==> src/rtl/cla_sub16_pipe.sv <==
// cla_sub16_pipe: four-stage pipelined 16-bit subtractor, D = ADD_1 - ADD_2 - BIN.
// Each stage resolves one 4-bit slice with generate/propagate lookahead on
// ADD_1 and ~ADD_2; the borrow is registered between stages. Valid/ready
// handshake on both sides, one result per cycle, stalls under backpressure.
// Optional feature macro: SUB_SAT_EN (clamp D on signed overflow).
module cla_sub16_pipe (
    input  logic        clk,
    input  logic        rst,
    input  logic        in_valid,
    output logic        in_ready,
    input  logic [15:0] ADD_1,
    input  logic [15:0] ADD_2,
    input  logic        BIN,
    output logic        out_valid,
    input  logic        out_ready,
    output logic [15:0] D,
    output logic        B_OUT,
    output logic        OVF
);

    // Item state carried by stages 0..2. The borrow is kept (not the carry)
    // so a zeroed register reads as "no borrow".
    typedef struct packed {
        logic        valid;
        logic        borrow;
        logic [15:0] res;
        logic [15:0] a;
        logic [15:0] b;
        logic        sign_a;
        logic        sign_b;
    } stage_t;

    stage_t      st   [3];
    stage_t      prev [3];
    stage_t      nxt  [3];

    // Final stage holds only what the output needs.
    logic        v3;
    logic        borrow3;
    logic [15:0] res3;
    logic        ovf3;

    logic        load0;
    logic        load1;
    logic        load2;
    logic        load3;
    logic [2:0]  load_lo;

    logic [4:0]  sum3;
    logic [15:0] res3_nxt;
    logic        ovf3_nxt;

    // 4-bit carry lookahead: returns {carry_out, sum[3:0]}
    function automatic logic [4:0] cla4(input logic [3:0] a, input logic [3:0] b,
                                        input logic cin);
        logic [3:0] g;
        logic [3:0] p;
        logic [4:0] c;
        g    = a & b;
        p    = a ^ b;
        c[0] = cin;
        c[1] = g[0] | (p[0] & c[0]);
        c[2] = g[1] | (p[1] & g[0]) | (p[1] & p[0] & c[0]);
        c[3] = g[2] | (p[2] & g[1]) | (p[2] & p[1] & g[0])
             | (p[2] & p[1] & p[0] & c[0]);
        c[4] = g[3] | (p[3] & g[2]) | (p[3] & p[2] & g[1])
             | (p[3] & p[2] & p[1] & g[0]) | (p[3] & p[2] & p[1] & p[0] & c[0]);
        return {c[4], p ^ c[3:0]};
    endfunction

    // Stage advance chain: a stage loads when empty or when its occupant moves on.
    always_comb begin
        load3    = !v3 || out_ready;
        load2    = !st[2].valid || load3;
        load1    = !st[1].valid || load2;
        load0    = !st[0].valid || load1;
        load_lo  = {load2, load1, load0};
        in_ready = !rst && load0;
    end

    // Slice computation for stages 0..2; stage 0 takes the operands directly.
    always_comb begin
        logic [4:0] sum;
        sum          = '0;
        prev[0]        = '0;
        prev[0].valid  = in_valid && in_ready;
        prev[0].borrow = BIN;
        prev[0].a      = ADD_1;
        prev[0].b      = ADD_2;
        prev[0].sign_a = ADD_1[15];
        prev[0].sign_b = ADD_2[15];
        prev[1]        = st[0];
        prev[2]        = st[1];
        nxt            = '{default: '0};
        for (int unsigned k = 0; k < 3; k++) begin
            sum                 = cla4(prev[k].a[4*k +: 4], ~prev[k].b[4*k +: 4],
                                       ~prev[k].borrow);
            nxt[k]              = prev[k];
            nxt[k].borrow       = ~sum[4];
            nxt[k].res[4*k +: 4] = sum[3:0];
            // Consumed operand bits are cleared; only the upper slices travel on.
            nxt[k].a[4*k +: 4]  = '0;
            nxt[k].b[4*k +: 4]  = '0;
        end
    end

    // Top slice, overflow detection and optional clamp feeding the output stage.
    always_comb begin
        sum3            = cla4(st[2].a[15:12], ~st[2].b[15:12], ~st[2].borrow);
        res3_nxt        = st[2].res;
        res3_nxt[15:12] = sum3[3:0];
        ovf3_nxt        = (st[2].sign_a != st[2].sign_b) && (res3_nxt[15] != st[2].sign_a);
`ifdef SUB_SAT_EN
        if (ovf3_nxt) begin
            res3_nxt = st[2].sign_a ? 16'h8000 : 16'h7FFF;
        end
`endif
    end

    // Pipeline registers for stages 0..2; data only moves with a valid item.
    always_ff @(posedge clk) begin
        if (rst) begin
            for (int unsigned k = 0; k < 3; k++) begin
                st[k] <= '0;
            end
        end else begin
            for (int unsigned k = 0; k < 3; k++) begin
                if (load_lo[k]) begin
                    if (prev[k].valid) begin
                        st[k] <= nxt[k];
                    end else begin
                        st[k].valid <= 1'b0;
                    end
                end
            end
        end
    end

    // Output stage register; holds its contents while downstream stalls.
    always_ff @(posedge clk) begin
        if (rst) begin
            v3      <= 1'b0;
            borrow3 <= 1'b0;
            res3    <= '0;
            ovf3    <= 1'b0;
        end else if (load3) begin
            v3 <= st[2].valid;
            if (st[2].valid) begin
                borrow3 <= ~sum3[4];
                res3    <= res3_nxt;
                ovf3    <= ovf3_nxt;
            end
        end
    end

    // Outputs come straight from registers.
    always_comb begin
        out_valid = v3;
        D         = res3;
        B_OUT     = borrow3;
        OVF       = ovf3;
    end

endmodule

==> config.mk <==
export PLATFORM = sky130hd
export DESIGN_NAME = cla_sub16_pipe
export DESIGN_NICKNAME = d
export VERILOG_FILES = /design/src/rtl/cla_sub16_pipe.sv
export SDC_FILE = /design/constraint.sdc
export NUM_CORES = 1
export LEC_CHECK = 0
export ABC_AREA = 1
export CORE_MARGIN = 2
export CORE_UTILIZATION = 61
export CTS_BUF_LIST = sky130_fd_sc_hd__clkbuf_2 sky130_fd_sc_hd__clkbuf_4 sky130_fd_sc_hd__clkbuf_8
export DETAILED_ROUTE_END_ITERATION = 8
export PLACE_DENSITY = 0.87
export SYNTH_ARGS = -nofsm -noshare
export SYNTH_HDL_FRONTEND = slang
export SYNTH_SLANG_ARGS = --single-unit
==> constraint.sdc <==
create_clock -name clk -period 6.21 [get_ports clk]
set_input_delay 0.9315 -clock clk [delete_from_list [all_inputs] [get_ports clk]]
set_output_delay 0.9315 -clock clk [all_outputs]
set_load 0.02 [all_outputs]
==> run metrics <==
Bufs and invs on worst path 4; CTS Root Cell clkbuf_8; CTS H-Tree Depth 3; Initial Utilization 63.6%; ys flop type edfxtp_1; Max IR drop VDD 0.154 mV; Routability Congestion 0.861; library cells used by synthesis 21; flops & latches, synth 97; synthesized area 0.00434 mm^2; Synth Area in XOR/XNOR 0.807%; fmax 223 MHz; top post-synthesis cells by area edfxtp_1 53%, inv_1 9.4%, dfxtp_1 9.2%, nor2_1 9.2%, ha_1 4.6%; hold violation count in the final report 0; Slew Viols, Final 0; first-pass GRT wire length 11,800 um; CTS Buf Count 9; Final Critical Period 4.49 ns; Final Non-Filler Cells 598; Power Density 267 mW/mm^2; hold buffers post-CTS 0; top-count cell post-synth inv_1; total number of vias 2,877; total grt overflow 0; Yosys top cell area share 53.2%; Top delay family on crit path buffers and inverters; Resize count post-CTS 0; placed cells 582; clock sinks 97; Post-synth ARST share 0%; Final Setup Violations 0; vias in the first global route 2,790; final WL 6920 um; Worst Hold Class flop to flop; port bufs 56; worst skew pair latency 0.36 ns; number of max-cap violations 0; fraction of layout cells with a size suffix above 1 4.78%; Worst Path Required 5.28 ns; leakage power 2.34 nW; largest net degree at the start of global routing 71; ANT nets after route 0; register area share after synthesis 62.5%; Synth Warn # 0; drt via density 4.81; synthesized net count 498; Clock Power Share 27.2%; Setup Crit Path Kind primary input to output pin; CTS tree yes; crit-path cells clkdlybuf4s50_1, inv_1, nand2_4, inv_1, clkdlybuf4s50_1; Cell Int Power 1.02 mW; Synth Area in Adders 6.45%; num rows 30; Max FO, Critical Path 70; Sw Ratio 25.6%; antenna cells 0; DRT Pass-1 Iters 5; GRT Util Overall 19.9%; WL/cell 11.6 um; Hold WS 0.488 ns; simple-gate share of the synthesized area 15.7%; combinational power share 15.1%; main combinational cell family by area after synthesis simple AND/OR/NAND/NOR gates; Cells after Synth 441; mux cell area share after synthesis 0%; Seq pwr share 57.7%; top cells by count, synth 109 x inv_1, 106 x nor2_1, 77 x edfxtp_1; fraction of the mapped netlist area in compound gates 3.51%; Core Box Area 0.00683 mm^2; slew margin rel. 33.5%; clock transition at the registers of the reported paths 0.09 ns; DRC viols 0; I/O Pins 57; initial antenna violation count 0; nets 554; Pwr Total 1.38 mW; Die Ht 88.4 um; Post-Syn Area per Cell 9.85 um^2; post-CTS setup buffers 0; number of synthesized flops with an enable pin 77; die area 0.00781 mm^2; Filler Cell Count 461; Fin Setup TNS 0 ns; Bufs on Longest Clock Path 2; Layout Skew 0.00983 ns; status completed; critical path arrival 3.56 ns; Iter 0 DRT Violations 270; Die Wd 88.4 um; Placed Area 0.00497 mm^2; Switch Pwr 0.353 mW; part of the cycle the worst path needs 72.3%; Synth area leader edfxtp_1; Detailed Place HPWL 4790 um; CP startpoint kind primary input; Crit-path slowest cell clkdlybuf4s50_1; Finished Cell Area 0.00515 mm^2; synthesis-to-finish area growth 18.6%; worst slew pin tran 0.995 ns; max incr delay on CP 0.68 ns; Critical Path Sink Type output pin; RSZ-0062 raised after global routing no
==> power by group through the flow <==
stage	clock network [mW]	logic, mW	registers [mW]
6_report	0.374	0.208	0.795
5_1_grt	0.402	0.239	0.802
4_1_cts	0.381	0.209	0.796
3_5_place_dp	0	0.206	0.810
3_3_place_gp	0	0.194	0.807
2_1_floorplan	0	0.132	0.812
==> cells in the final DEF, fill, tap and decap left out, drive strengths merged, types with 11 or more instances in the layout <==
master and count:
inv 110, a21oi 11, clkdlybuf4s50 56, edfxtp 77
nor2 107, nand3 16, nand2 39, dfxtp 20
clkbuf 11, o21ai 18, ha 16
==> worst register-to-register path, stage by stage (launching register included) <==
cell and delay [ns]:
dfxtp_1 0.35, nand2_2 0.09, nor2_2 0.10, nand2_1 0.09
inv_2 0.07, nand2_2 0.06, nand2_4 0.50, inv_1 0.37
nand2_1 0.17, nor2_1 0.05
==> layer usage <==
metal	GRT usage, %	vias up	wire, um
met5	0	-	0
met3	3.73	17	308
met2	34.2	94	3520
met1	24.0	1296	2940
li1	-	1470	-
met4	10.1	0	146
==> path summary, 6_finish.rpt <==
path,to,start,slack [ns],cells past startpoint
min,D[4]$_SDFFE_PP0P_,D[4]$_SDFFE_PP0P_,0.49,2
max reg2reg,st[2][50]$_SDFFCE_PN0P_,out_valid$_SDFFE_PP0P_,4.12,9
max,in_ready,rst,1.72,5
min reg2reg,D[4]$_SDFFE_PP0P_,D[4]$_SDFFE_PP0P_,0.49,2
==> cells by family (layout without fill, tap and decap cells) <==
logic type,count (synthesis),in the layout
AOI/OAI and AO/OA,30,30
xor gates and xnor gates,4,4
buffers and inverters,122,183
DFF,97,97
adders and majority gates,20,20
and+or+nand+nor,168,168
==> sequential cells by signal, summed over array words and instances (netlist names) <==
signal     cells
out_valid      1
st            78
OVF            1
D             16
B_OUT          1
==> through the flow <==
stage	worst slack, ns	util (%)
6_report	1.72	75.4
5_1_grt	1.49	75.4
4_1_cts	1.72	75.4
3_5_place_dp	1.72	72.7
3_3_place_gp	1.84	72.7
2_1_floorplan	2.22	-
==> layout make-up <==
cell class,instances,area (um^2),area share [%]
clock buffers,11,145,2.82
well taps,96,120,2.33
multi-input cells,222,1150,22.4
flip-flops and latches,97,2710,52.6
repair buffers,57,568,11.0
clock inverters,5,41.3,0.801
inverters,110,413,8.01
(Power assumes the default switching activity.)
